**config.mk**
```make
export PLATFORM = sky130hd
export DESIGN_NAME = mc_ctrl_seq
export DESIGN_NICKNAME = d
export VERILOG_FILES = /design/src/rtl/mc_ctrl_pkg.sv /design/src/rtl/mc_ctrl_decode.sv /design/src/rtl/mc_ctrl_seq.sv
export SDC_FILE = /design/constraint.sdc
export NUM_CORES = 1
export LEC_CHECK = 0
export BUFFER_PORTS_ARGS = -buffer_cell sky130_fd_sc_hd__buf_2
export CORE_ASPECT_RATIO = 0.8
export CORE_UTILIZATION = 40
export CTS_BUF_LIST = sky130_fd_sc_hd__clkbuf_4 sky130_fd_sc_hd__clkbuf_8
export CTS_CLUSTER_DIAMETER = 200
export CTS_CLUSTER_SIZE = 20
export DETAILED_ROUTE_END_ITERATION = 10
export PLACE_DENSITY_LB_ADDON = 0.1
export SKIP_CTS_REPAIR_TIMING = 1
export SLEW_MARGIN = 5
export SYNTH_ARGS = -nofsm -noshare
export SYNTH_HDL_FRONTEND = slang
export SYNTH_SLANG_ARGS = --single-unit
```
**constraint.sdc**
```tcl
create_clock -name clk -period 4.6 [get_ports clk]
set_input_delay 0.46 -clock clk [delete_from_list [all_inputs] [get_ports clk]]
set_output_delay 0.46 -clock clk [all_outputs]
set_load 0.01 [all_outputs]
```
**src/rtl/mc_ctrl_pkg.sv**
```systemverilog
// Shared encodings for the multicycle control sequencer: opcodes, branch codes, states, classes.
package mc_ctrl_pkg;

  localparam logic [5:0] R_TYPE  = 6'h00;
  localparam logic [5:0] ALUI_LO = 6'h01;
  localparam logic [5:0] ALUI_HI = 6'h0F;
  localparam logic [5:0] LUI     = 6'h10;
  localparam logic [5:0] LD      = 6'h11;
  localparam logic [5:0] ST      = 6'h12;
  localparam logic [5:0] MOVE    = 6'h14;
  localparam logic [5:0] CMOV    = 6'h15;
  localparam logic [5:0] BR      = 6'h20;
  localparam logic [5:0] BMI     = 6'h21;
  localparam logic [5:0] BPL     = 6'h22;
  localparam logic [5:0] BZ      = 6'h23;
  localparam logic [5:0] HALT    = 6'h24;
  localparam logic [5:0] NOP     = 6'h25;
  localparam logic [5:0] CALL    = 6'h26;

  localparam logic [2:0] BROP_BR   = 3'b000;
  localparam logic [2:0] BROP_BMI  = 3'b001;
  localparam logic [2:0] BROP_BPL  = 3'b010;
  localparam logic [2:0] BROP_BZ   = 3'b011;
  localparam logic [2:0] BROP_NONE = 3'b100;

  localparam logic [3:0] S_RST    = 4'd0;
  localparam logic [3:0] S_FETCH  = 4'd1;
  localparam logic [3:0] S_DECODE = 4'd2;
  localparam logic [3:0] S_EXEC   = 4'd3;
  localparam logic [3:0] S_EXEC2  = 4'd4;
  localparam logic [3:0] S_MEM    = 4'd5;
  localparam logic [3:0] S_WB     = 4'd6;
  localparam logic [3:0] S_DONE   = 4'd7;
  localparam logic [3:0] S_HALTED = 4'd8;
  localparam logic [3:0] S_INTR   = 4'd9;

  typedef enum logic [3:0] {
    CLS_ALUR,
    CLS_ALUI,
    CLS_LUI,
    CLS_MOVE,
    CLS_CMOV,
    CLS_LD,
    CLS_ST,
    CLS_BR,
    CLS_CALL,
    CLS_NOP,
    CLS_HALT,
    CLS_ILL
  } cls_e;

endpackage

```
**src/rtl/mc_ctrl_decode.sv**
```systemverilog
// Combinational instruction decode: IR fields to instruction class and static datapath selects.
module mc_ctrl_decode
  import mc_ctrl_pkg::*;
#(
  parameter int unsigned OPW   = 6,
  parameter int unsigned FUNCW = 5,
  parameter int unsigned ALUW  = 4
) (
  input  logic [OPW-1:0]   opcode,
  input  logic [FUNCW-1:0] func,
  output cls_e             cls,
  output logic [ALUW-1:0]  alu_op,
  output logic [2:0]       br_op,
  output logic             alu_src,
  output logic             reg_alu_out,
  output logic             imm_sel,
  output logic             is_cmov,
  output logic             link
);

  logic [5:0] op6;
  logic       hi_bits;
  logic       unused_func;

  assign op6         = opcode[5:0];
  // Any set bit above the 6-bit opcode space makes the encoding illegal.
  assign hi_bits     = |(opcode >> 6);
  assign unused_func = ^(func >> ALUW);

  always_comb begin
    cls         = CLS_ILL;
    alu_op      = '0;
    br_op       = BROP_NONE;
    alu_src     = 1'b0;
    reg_alu_out = 1'b0;
    imm_sel     = 1'b0;
    is_cmov     = 1'b0;
    link        = 1'b0;
    if (!hi_bits) begin
      if (op6 == R_TYPE) begin
        cls         = CLS_ALUR;
        alu_op      = func[ALUW-1:0] - ALUW'(1);
        alu_src     = 1'b1;
        reg_alu_out = 1'b1;
      end else if (op6 >= ALUI_LO && op6 <= ALUI_HI) begin
        cls    = CLS_ALUI;
        alu_op = opcode[ALUW-1:0] - ALUW'(1);
      end else begin
        case (op6)
          LUI: begin
            cls    = CLS_LUI;
            alu_op = '1;
          end
          LD: cls = CLS_LD;
          ST: cls = CLS_ST;
          MOVE: begin
            cls         = CLS_MOVE;
            alu_src     = 1'b1;
            reg_alu_out = 1'b1;
          end
          CMOV: begin
            cls     = CLS_CMOV;
            is_cmov = 1'b1;
          end
          BR, BMI, BPL, BZ: begin
            cls     = CLS_BR;
            imm_sel = 1'b1;
            br_op   = op6[2:0];
          end
          CALL: begin
            cls     = CLS_CALL;
            br_op   = BROP_BR;
            imm_sel = 1'b1;
            link    = 1'b1;
          end
          HALT:    cls = CLS_HALT;
          NOP:     cls = CLS_NOP;
          default: cls = CLS_ILL;
        endcase
      end
    end
  end

endmodule

```
**src/rtl/mc_ctrl_seq.sv**
```systemverilog
// Multicycle control sequencer: steps a latched instruction through its phases and drives
// registered datapath selects and strobes, with memory timeout and boundary interrupts.
module mc_ctrl_seq
  import mc_ctrl_pkg::*;
#(
  parameter int unsigned OPW     = 6,
  parameter int unsigned FUNCW   = 5,
  parameter int unsigned ALUW    = 4,
  parameter int unsigned MEM_TMO = 15
) (
  input  logic             clk,
  input  logic             rst,
  input  logic [OPW-1:0]   opcode,
  input  logic [FUNCW-1:0] func,
  input  logic             int_req,
  input  logic             mem_rdy,
  output logic [ALUW-1:0]  alu_op,
  output logic [2:0]       br_op,
  output logic             alu_src,
  output logic             reg_alu_out,
  output logic             imm_sel,
  output logic             m_to_reg,
  output logic             is_cmov,
  output logic             link,
  output logic             rd_mem,
  output logic             wr_mem,
  output logic             wr_reg,
  output logic             upd_pc,
  output logic             int_ack,
  output logic             busy,
  output logic             illegal
);

  localparam int unsigned   TW       = (MEM_TMO > 1) ? $clog2(MEM_TMO) : 1;
  localparam logic [TW-1:0] TMO_LAST = TW'(MEM_TMO - 1);

  logic [3:0]       state_q, state_d;
  logic [OPW-1:0]   ir_op_q, ir_op_d;
  logic [FUNCW-1:0] ir_fn_q, ir_fn_d;
  logic [TW-1:0]    tmo_q, tmo_d;
  logic             int_pend_q, int_pend_d;
  logic             illegal_q, illegal_d;
  logic             wake_q, wake_d;

  cls_e             cls;
  logic [ALUW-1:0]  dec_alu_op;
  logic [2:0]       dec_br_op;
  logic             dec_alu_src, dec_reg_alu_out, dec_imm_sel, dec_is_cmov, dec_link;

  logic [ALUW-1:0]  alu_op_d;
  logic [2:0]       br_op_d;
  logic             alu_src_d, reg_alu_out_d, imm_sel_d, m_to_reg_d, is_cmov_d, link_d;
  logic             rd_mem_d, wr_mem_d, wr_reg_d, upd_pc_d, int_ack_d, busy_d;
  logic             in_body;

  // Decoding the next IR lets the output registers see the class in the same edge as FETCH.
  mc_ctrl_decode #(
    .OPW  (OPW),
    .FUNCW(FUNCW),
    .ALUW (ALUW)
  ) u_decode (
    .opcode     (ir_op_d),
    .func       (ir_fn_d),
    .cls        (cls),
    .alu_op     (dec_alu_op),
    .br_op      (dec_br_op),
    .alu_src    (dec_alu_src),
    .reg_alu_out(dec_reg_alu_out),
    .imm_sel    (dec_imm_sel),
    .is_cmov    (dec_is_cmov),
    .link       (dec_link)
  );

  always_comb begin
    state_d    = state_q;
    ir_op_d    = ir_op_q;
    ir_fn_d    = ir_fn_q;
    tmo_d      = tmo_q;
    wake_d     = wake_q;
    illegal_d  = illegal_q;
    int_pend_d = (state_q == S_INTR) ? 1'b0 : (int_pend_q | int_req);
    case (state_q)
      S_RST: state_d = S_FETCH;
      S_FETCH: begin
        ir_op_d = opcode;
        ir_fn_d = func;
        state_d = S_DECODE;
      end
      S_DECODE: begin
        case (cls)
          CLS_NOP:  state_d = S_DONE;
          CLS_HALT: state_d = S_HALTED;
          CLS_ILL: begin
            state_d   = S_DONE;
            illegal_d = 1'b1;
          end
          default:  state_d = S_EXEC;
        endcase
      end
      S_EXEC: begin
        case (cls)
          CLS_CMOV: state_d = S_EXEC2;
          CLS_BR:   state_d = S_DONE;
          CLS_LD, CLS_ST: begin
            state_d = S_MEM;
            tmo_d   = '0;
          end
          default:  state_d = S_WB;
        endcase
      end
      S_EXEC2: state_d = S_WB;
      S_MEM: begin
        if (mem_rdy) begin
          state_d = (cls == CLS_LD) ? S_WB : S_DONE;
        end else if (tmo_q == TMO_LAST) begin
          state_d   = S_DONE;
          illegal_d = 1'b1;
        end else begin
          tmo_d = tmo_q + 1'b1;
        end
      end
      S_WB:   state_d = S_DONE;
      S_DONE: state_d = int_pend_q ? S_INTR : S_FETCH;
      S_HALTED: begin
        if (int_pend_q) begin
          state_d = S_INTR;
          wake_d  = 1'b1;
        end
      end
      S_INTR: begin
        // Waking from HALTED still owes the PC update of the HALT instruction.
        state_d = wake_q ? S_DONE : S_FETCH;
        wake_d  = 1'b0;
      end
      default: state_d = S_RST;
    endcase
  end

  always_comb begin
    in_body       = state_d inside {S_DECODE, S_EXEC, S_EXEC2, S_MEM, S_WB};
    alu_op_d      = in_body ? dec_alu_op : '0;
    br_op_d       = in_body ? dec_br_op : BROP_NONE;
    alu_src_d     = in_body & dec_alu_src;
    reg_alu_out_d = in_body & dec_reg_alu_out;
    imm_sel_d     = in_body & dec_imm_sel;
    is_cmov_d     = in_body & dec_is_cmov;
    link_d        = in_body & dec_link;
    m_to_reg_d    = (state_d == S_WB) && (cls == CLS_LD);
    rd_mem_d      = (state_d == S_MEM) && (cls == CLS_LD);
    wr_mem_d      = (state_d == S_MEM) && (cls == CLS_ST);
    wr_reg_d      = (state_d == S_WB);
    upd_pc_d      = (state_d == S_DONE);
    int_ack_d     = (state_d == S_INTR);
    busy_d        = (state_d != S_RST) && (state_d != S_HALTED);
  end

  always_ff @(posedge clk or posedge rst) begin
    if (rst) begin
      state_q     <= S_RST;
      ir_op_q     <= '0;
      ir_fn_q     <= '0;
      tmo_q       <= '0;
      int_pend_q  <= 1'b0;
      illegal_q   <= 1'b0;
      wake_q      <= 1'b0;
      alu_op      <= '0;
      br_op       <= BROP_NONE;
      alu_src     <= 1'b0;
      reg_alu_out <= 1'b0;
      imm_sel     <= 1'b0;
      m_to_reg    <= 1'b0;
      is_cmov     <= 1'b0;
      link        <= 1'b0;
      rd_mem      <= 1'b0;
      wr_mem      <= 1'b0;
      wr_reg      <= 1'b0;
      upd_pc      <= 1'b0;
      int_ack     <= 1'b0;
      busy        <= 1'b0;
    end else begin
      state_q     <= state_d;
      ir_op_q     <= ir_op_d;
      ir_fn_q     <= ir_fn_d;
      tmo_q       <= tmo_d;
      int_pend_q  <= int_pend_d;
      illegal_q   <= illegal_d;
      wake_q      <= wake_d;
      alu_op      <= alu_op_d;
      br_op       <= br_op_d;
      alu_src     <= alu_src_d;
      reg_alu_out <= reg_alu_out_d;
      imm_sel     <= imm_sel_d;
      m_to_reg    <= m_to_reg_d;
      is_cmov     <= is_cmov_d;
      link        <= link_d;
      rd_mem      <= rd_mem_d;
      wr_mem      <= wr_mem_d;
      wr_reg      <= wr_reg_d;
      upd_pc      <= upd_pc_d;
      int_ack     <= int_ack_d;
      busy        <= busy_d;
    end
  end

  assign illegal = illegal_q;

endmodule
```
==> results of run 1 <==
-- cell type report --
class / count / area, sq um
inverter: 11 / 41.3
multi-input combinational: 193 / 1320
timing repair buffer: 36 / 188
clock inverter: 2 / 13.8
tap: 78 / 97.6
fill: 536 / 2900
sequential: 39 / 977
clock buffer: 6 / 76.3
-- per-layer routing --
| layer | wire (um) | vias up |
|---|---|---|
| met2 | 2430 | 60 |
| met1 | 3260 | 948 |
| met4 | 55 | 0 |
| met3 | 388 | 4 |
| met5 | 0 | - |
| li1 | - | 992 |
-- layout by cell type (no fill, tap or decap), drive strengths merged, types with 3 or more instances in the layout --
master and count:
a211oi 8, a21o 3, a21oi 11, and2 3, buf 36, clkbuf 6, dfrtp 38, ha 3
inv 11, mux2 5, mux2i 7, nand2 23, nand2b 8, nand3 6, nand3b 3, nor2 21
nor2b 11, nor3 9, nor4b 4, nor4bb 3, o211ai 7, o21ai 13, o22ai 3, o31ai 3
xor2 7
-- tightest hold or removal path, stage by stage --
cell and delay (ns):
buf_2 0.09, inv_1 0.04, buf_4 0.41
-- logic make-up after synthesis --
kind of cell | Yosys count | share of synthesized area (%)
multiplexers | 12 | 5.25
buffers and inverters | 26 | 4.73
AND/OR/NAND/NOR | 101 | 24.3
AO/OA/AOI/OAI | 69 | 20.7
XOR/XNOR | 8 | 2.91
adder cells (fa/ha/maj) | 3 | 1.56
flip-flops | 39 | 40.6
-- power by group --
group	switching, mW	leakage (nW)	total (mW)	internal (mW)
clock	0.123	0.0486	0.236	0.113
sequential	0.169	0.491	0.628	0.459
combinational	0.629	0.693	1.03	0.398
total	0.921	1.23	1.89	0.970
-- stage by stage --
step,area (sq um),total power [mW]
2_1_floorplan,2410,1.39
3_3_place_gp,2620,1.64
3_5_place_dp,2620,1.64
4_1_cts,2710,1.89
5_1_grt,2710,2.04
6_report,2710,1.89
-- worst min path at each step --
stage	start	end	slack, ns	cells past startpoint
after global placement	illegal	illegal	0.47	2
after floorplan	ir_fn_q[3]	ir_fn_q[3]	0.47	2
after detailed placement	illegal	illegal	0.47	2
final	rst	int_ack	0.27	3
after global routing	rst	rd_mem	0.34	3
after CTS	rst	rd_mem	0.29	3
==> flow_summary.ini, run 1 <==
[worst_setup_path]
cp_num_cells = 8
crit_chain = nor4b_4 > buf_4 > mux2i_1 > inv_1 > a21o_1 > a31o_4 > or2_1 > or3_1
cp_num_buf_inv = 2
worstSetupPathType = register to register
critPathRequiredTime_ns = 4.77
reg2reg_to = busy
crit_path_start_kind = register
crit_path_start = state_q[2]
cp_max_fo = 18
cp_top_family = simple AND/OR/NAND/NOR gates
cp-endpoint = busy
reg2reg_from = state_q[2]
cp_slowest_cell = mux2i_1
reg2reg_depth = 8
r2r_slack_ns = 1.36
arrival_ns = 3.41
max_stage_delay_ns = 0.59
crit_path_end_kind = register

[sta]
min_period_ns = 3.24
setup_ws_ns = 1.36
final_max_slew_viol_count = 0
max_clock_freq_mhz = 309
worstMarginPinSlew_ns = 0.680
period_share_pct = 70.4
setup_viol = 0
hold_slack_ns = 0.269
setup_tns_ns = 0
finClkSkew_ns = 0.00718
slew_headroom_pct = 54.2
rsz0062_at_grt = false
finalHoldViolCount = 0

[synth]
synth_fp_nets = 276
synth_top_flop_cell = dfrtp_1
ys_seq_area_share_pct = 40.6
yosysUniqueCellTypes = 58
ys_top_cells_by_count = dfrtp_1, nand2_1, nor2_1, o21ai_0
synth.top_cells.by_area = dfrtp_1, nand2_1, nor2_1
synth_top_area_share_pct = 39.5
synth.most_common_cell = dfrtp_1
synth_edf_count = 0
avgSynthCellArea_sq_um = 9.34
netlist_instances = 258
synth_warnings = 0
synth_top_area_cell = dfrtp_1
netlist_area_sq_um = 2410
ys_seq_elements = 39
ys_async_sr_fraction_pct = 100

[global_routing]
track_usage_pct = 21.1
grt-busiest-layer = met1
grt_max_degree = 40
grt_pass1_vias = 1826
grt_pass1_wl_um = 10000
grt_use_met3_pct = 3.69
met2_usage_pct = 25.8
use_met1_pct = 36.5
overflow = 0
antenna_found_initial = 0

[detailed_routing]
ant_nets = 0
dr.pass1.iters = 4
drtIter0Drc = 182
drc = 0
wl_per_cell_um = 16.8
via_per_inst = 5.49
routed_wl_um = 6130
via_count = 2004

[hold_path]
hp-class = input port to asynchronous set/reset pin

[place]
gp_congestion = 0.886
hpwlAfterDp_um = 4400
dp_cells = 357
port_buffers = 33
pre_cts_slack_ns = 1.41

[layout]
top_register = ir_op_q
largest_register_ff_count = 6
fin_util_pct = 48.3
area_growth_pct = 12.6
antennaDiodeCount = 0
instances_no_fill = 365
nets = 304
drive_gt1_share_pct = 20.6

[run_status]
status = finished clean

[die]
die_w_um = 88.8
io_pins = 35
die_area_sq_um = 6340
placementRows = 24
die_h_um = 71.4
core_sq_um = 5620
initial_core_util_pct = 42.9

[power]
p_per_area_nw_per_um2 = 697
leakage_nw = 1.23
ir_drop_uv = 311

[clocking]
numCtsBuffers = 5
clkLatencyLatePin_ns = 0.29
clock-sinks = 39
cts.clk_slew.worst_paths_ns = 0.08
root_buffer = clkbuf_8
htreeDepth = 2
clockBufferDepth = 2
cts_tree = yes

[job]
cap_violations = 0
(Power assumes the default switching activity.)
==> inputs of run 2 (changes only) <==
==> constraint.sdc (replaced) <==
create_clock -name clk -period 3.3 [get_ports clk]
set_input_delay 0.33 -clock clk [delete_from_list [all_inputs] [get_ports clk]]
set_output_delay 0.33 -clock clk [all_outputs]
set_load 0.01 [all_outputs]
==> run 2 against run 1 <==
Worst setup slack got worse by 0.95 ns. Total power rose by 42%. Global-route usage fell by 0.25 points. Routed wire length fell by 1.9%. First-iteration DRC count rose by 10%. Sequential cell count did not move. Die area did not move. Critical path type unchanged.
==> flow_summary.ini, run 2 (synthesis results as in run 1) <==
[layout]
antennaDiodeCount = 0
drive_gt1_share_pct = 21.4
multi_input_area_sq_um = 1320
nets = 307
final_common_cell = dfrtp_1
layout_common_cells = dfrtp_1, buf_2, nand2_1, nor2_1, o21ai_0
fin_util_pct = 48.8
area_growth_pct = 13.9
largest_register_ff_count = 6
top_register = ir_op_q
fillers = 557
design_area_sq_um = 2740
seq_area_sq_um = 977

[die]
core_sq_um = 5620
initial_core_util_pct = 42.9
io_pins = 35
die_area_sq_um = 6340
placementRows = 24
die_h_um = 71.4
die_w_um = 88.8

[place]
placed_area_sq_um = 2640
hpwlAfterDp_um = 4300
port_buffers = 33
gp_congestion = 0.851

[clocking]
cts_tree = yes
clkLatencyLatePin_ns = 0.29
numCtsBuffers = 5
htreeDepth = 2
clock-sinks = 39
root_buffer = clkbuf_8
clockBufferDepth = 2
cts.clk_slew.worst_paths_ns = 0.09

[job]
cap_violations = 0

[detailed_routing]
dr_wl_met2_um = 2310
routed_wl_um = 6010
drtIter0Drc = 201
dr.pass1.iters = 5
dr.max_layer_used = met4
via_per_inst = 5.53
wl_met1_um = 3400
wl_met3_um = 286
drc = 0
via_count = 2036
ant_nets = 0
wl_per_cell_um = 16.3

[worst_setup_path]
max_stage_delay_ns = 0.63
reg2reg_to = busy
cp_top_family = simple AND/OR/NAND/NOR gates
crit_path_start_kind = register
cp_num_cells = 6
r2r_slack_ns = 0.41
reg2reg_depth = 6
crit_path_end_kind = register
critPathRequiredTime_ns = 3.47
reg2reg_from = state_q[3]
cp_max_fo = 14
cp_slowest_cell = or4b_1
worstSetupPathType = register to register
arrival_ns = 3.06
crit_chain = or4b_1 > nor3_1 > a221oi_1 > a31o_4 > or2_1 > or3_1
cp_num_buf_inv = 0

[power]
ir_drop_uv = 482
p_per_area_nw_per_um2 = 982
total_power_mw = 2.69
leakage_nw = 1.25

[sta]
min_period_ns = 2.89
setup_viol = 0
period_share_pct = 87.6
finalHoldViolCount = 0
rsz0062_at_grt = false
setup_tns_ns = 0
hold_slack_ns = 0.138
finClkSkew_ns = 0.0124
final_max_slew_viol_count = 0
max_clock_freq_mhz = 346
worstMarginPinSlew_ns = 0.766
slew_headroom_pct = 48.4

[global_routing]
grt_pass1_vias = 1888
grt_pass1_wl_um = 10000
grt_max_degree = 40
track_usage_pct = 20.8
antenna_found_initial = 0
overflow = 0

[hold_path]
hp-class = input port to asynchronous set/reset pin

[run_status]
status = finished clean
==> run 2: cell types whose count changed in the layout (fill, tap and decap cells not counted), sizes merged <==
| cell | delta |
|---|---|
| clkinv | -1 |
| clkinvlp | +1 |
| buf | +3 |
==> run 2: tightest hold or removal path, cell delays in order <==
cell and delay, ns:
buf_2 0.09, inv_1 0.04, buf_4 0.42
==> run 2: layout make-up <==
| cell class | instances | share of cell area (%) |
|---|---|---|
| timing repair buffer | 39 | 7.66 |
| multi-input combinational | 193 | 48.0 |
| tap | 78 | 3.56 |
| sequential | 39 | 35.6 |
| clock inverter | 2 | 0.593 |
| inverter | 11 | 1.51 |
| clock buffer | 6 | 3.01 |
==> run 2: how the worst max path moves through the flow <==
stage / startpoint / end / slack (ns)
2_1_floorplan: state_q[2] / busy / 0.53
3_3_place_gp: state_q[2] / busy / 0.53
3_5_place_dp: state_q[3] / busy / 0.50
4_1_cts: state_q[3] / busy / 0.46
5_1_grt: state_q[3] / busy / 0.26
6_report: state_q[3] / busy / 0.41
==> run 2: routing by layer <==
metal / vias up / track usage, %
li1: 1002 / -
met5: - / 0
met2: 57 / 26.5
met1: 975 / 36.1
met4: 0 / 3.23
met3: 2 / 3.46
==> run 2: through the flow <==
| stage | std cells | setup WS, ns |
|---|---|---|
| after floorplan | 258 | 0.534 |
| after global placement | 360 | 0.534 |
| after detailed placement | 360 | 0.499 |
| after CTS | 368 | 0.460 |
| after global routing | 368 | 0.264 |
| final | 368 | 0.410 |
==> run 2: power by group <==
part | switching, mW | internal, mW
Combinational | 0.899 | 0.593
Clock | 0.181 | 0.171
Sequential | 0.210 | 0.640
==> inputs of run 3 (changes only) <==
--- a/config.mk
+++ b/config.mk
@@ -6,12 +6,13 @@
 export NUM_CORES = 1
 export LEC_CHECK = 0
 export BUFFER_PORTS_ARGS = -buffer_cell sky130_fd_sc_hd__buf_2
-export CORE_ASPECT_RATIO = 0.8
+export CORE_ASPECT_RATIO = 0.7
 export CORE_UTILIZATION = 40
 export CTS_BUF_LIST = sky130_fd_sc_hd__clkbuf_4 sky130_fd_sc_hd__clkbuf_8
 export CTS_CLUSTER_DIAMETER = 200
 export CTS_CLUSTER_SIZE = 20
 export DETAILED_ROUTE_END_ITERATION = 10
+export MAX_ROUTING_LAYER = met4
 export PLACE_DENSITY_LB_ADDON = 0.1
 export SKIP_CTS_REPAIR_TIMING = 1
 export SLEW_MARGIN = 5
==> run 3 against run 2 <==
Cell count down 0.27%. First-iteration DRC count down 14%. Largest power group unchanged. Highest routed layer unchanged. Clock-buffer cell count unchanged. Critical path type unchanged. Combinational power up 3%. Sequential cell count unchanged.
==> flow_summary.ini, run 3 (synthesis results as in run 1) <==
[run_status]
status = finished clean

[layout]
area_growth_pct = 14.3
largest_register_ff_count = 6
layout_common_cells = dfrtp_1, buf_2, nand2_1, nor2_1, o21ai_0
fin_util_pct = 47.8
nets = 309
antennaDiodeCount = 0
fillers = 577
drive_gt1_share_pct = 21.9
final_common_cell = dfrtp_1
top_register = ir_op_q
instances_no_fill = 367

[place]
pre_cts_slack_ns = 0.566
hpwlAfterDp_um = 4530
gp_congestion = 0.898
dp_cells = 359
port_buffers = 33

[sta]
slew_headroom_pct = 32.2
rsz0062_at_grt = false
max_clock_freq_mhz = 361
setup_ws_ns = 0.531
min_period_ns = 2.77
worstMarginPinSlew_ns = 1.02
finClkSkew_ns = 0.00809
period_share_pct = 83.9
final_max_slew_viol_count = 0
finalHoldViolCount = 0
setup_viol = 0
setup_tns_ns = 0

[hold_path]
hp-class = input port to register

[detailed_routing]
routed_wl_um = 6030
dr.pass1.iters = 5
drtIter0Drc = 173
ant_nets = 0
drc = 0
via_count = 2060
via_per_inst = 5.61
wl_per_cell_um = 16.4

[worst_setup_path]
crit_chain = or4b_1 > nor3_1 > a221oi_1 > a31o_4 > or2_1 > or3_1
cp_top_family = simple AND/OR/NAND/NOR gates
cp_num_buf_inv = 0
reg2reg_from = state_q[0]
crit_path_start = state_q[0]
crit_path_end_kind = register
max_stage_delay_ns = 0.56
reg2reg_depth = 6
cp_num_cells = 6
r2r_slack_ns = 0.53
arrival_ns = 2.94
crit_path_start_kind = register
cp_slowest_cell = dfrtp_1
cp_max_fo = 14
critPathRequiredTime_ns = 3.47
cp-endpoint = busy
reg2reg_to = busy
worstSetupPathType = register to register

[global_routing]
grt_pass1_vias = 1882
overflow = 0
grt-busiest-layer = met1
track_usage_pct = 21.5
antenna_found_initial = 0
met2_usage_pct = 26.1
grt_max_degree = 27
use_met1_pct = 33.9
grt_pass1_wl_um = 9800
grt_use_met3_pct = 4.45

[job]
cap_violations = 0

[die]
die_area_sq_um = 6340
core_sq_um = 5760
placementRows = 23
die_h_um = 66.9
die_w_um = 94.7
io_pins = 35
initial_core_util_pct = 41.8

[clocking]
cts.clk_slew.worst_paths_ns = 0.08
htreeDepth = 2
cts_tree = yes
clockBufferDepth = 2
clock-sinks = 39
root_buffer = clkbuf_8
numCtsBuffers = 5
clkLatencyLatePin_ns = 0.29

[power]
total_power_mw = 2.71
p_per_area_nw_per_um2 = 983
ir_drop_uv = 417
leakage_nw = 1.26
run 3: cell count changes in the layout (fill, tap and decap cells not counted), sizes merged:
cell	change
buf	+2
run 3: worst min path at each step:
stage / startpoint / to / slack, ns / depth (start not counted)
2_1_floorplan: func[3] / ir_fn_q[3] / 0.44 / 2
3_3_place_gp: illegal / illegal / 0.47 / 2
3_5_place_dp: illegal / illegal / 0.49 / 2
4_1_cts: int_req / int_pend_q / 0.24 / 3
5_1_grt: func[3] / ir_fn_q[3] / 0.26 / 3
6_report: int_req / int_pend_q / 0.24 / 3
run 3: area by class of cell:
cell class / count / area [sq um] / area share, %
clock inverter: 2 / 16.3 / 0.591
sequential: 39 / 977 / 35.5
clock buffer: 6 / 82.6 / 3.00
multi-input combinational: 193 / 1320 / 47.8
tap: 75 / 93.8 / 3.41
timing repair buffer: 41 / 225 / 8.18
inverter: 11 / 41.3 / 1.50
run 3: layer usage:
layer  vias to the layer above  wire length, um
met5                         -                0
met4                         0               76
met3                         9              366
met2                        78             2200
met1                       972             3390
li1                       1001                -
run 3: power by group:
| part | internal [mW] | switching [mW] |
|---|---|---|
| registers | 0.641 | 0.175 |
| clock network | 0.171 | 0.179 |
| logic | 0.608 | 0.932 |
| total | 1.42 | 1.29 |
run 3: per-stage QoR:
stage	cell area [sq um]	hold WS, ns
2_1_floorplan	2410	0.435
3_3_place_gp	2660	0.469
3_5_place_dp	2660	0.485
4_1_cts	2750	0.242
5_1_grt	2750	0.264
6_report	2750	0.241
run 3: tightest hold or removal path, stage by stage:
cell    delay, ns
buf_2        0.07
nor2_1       0.03
nor2_1       0.07
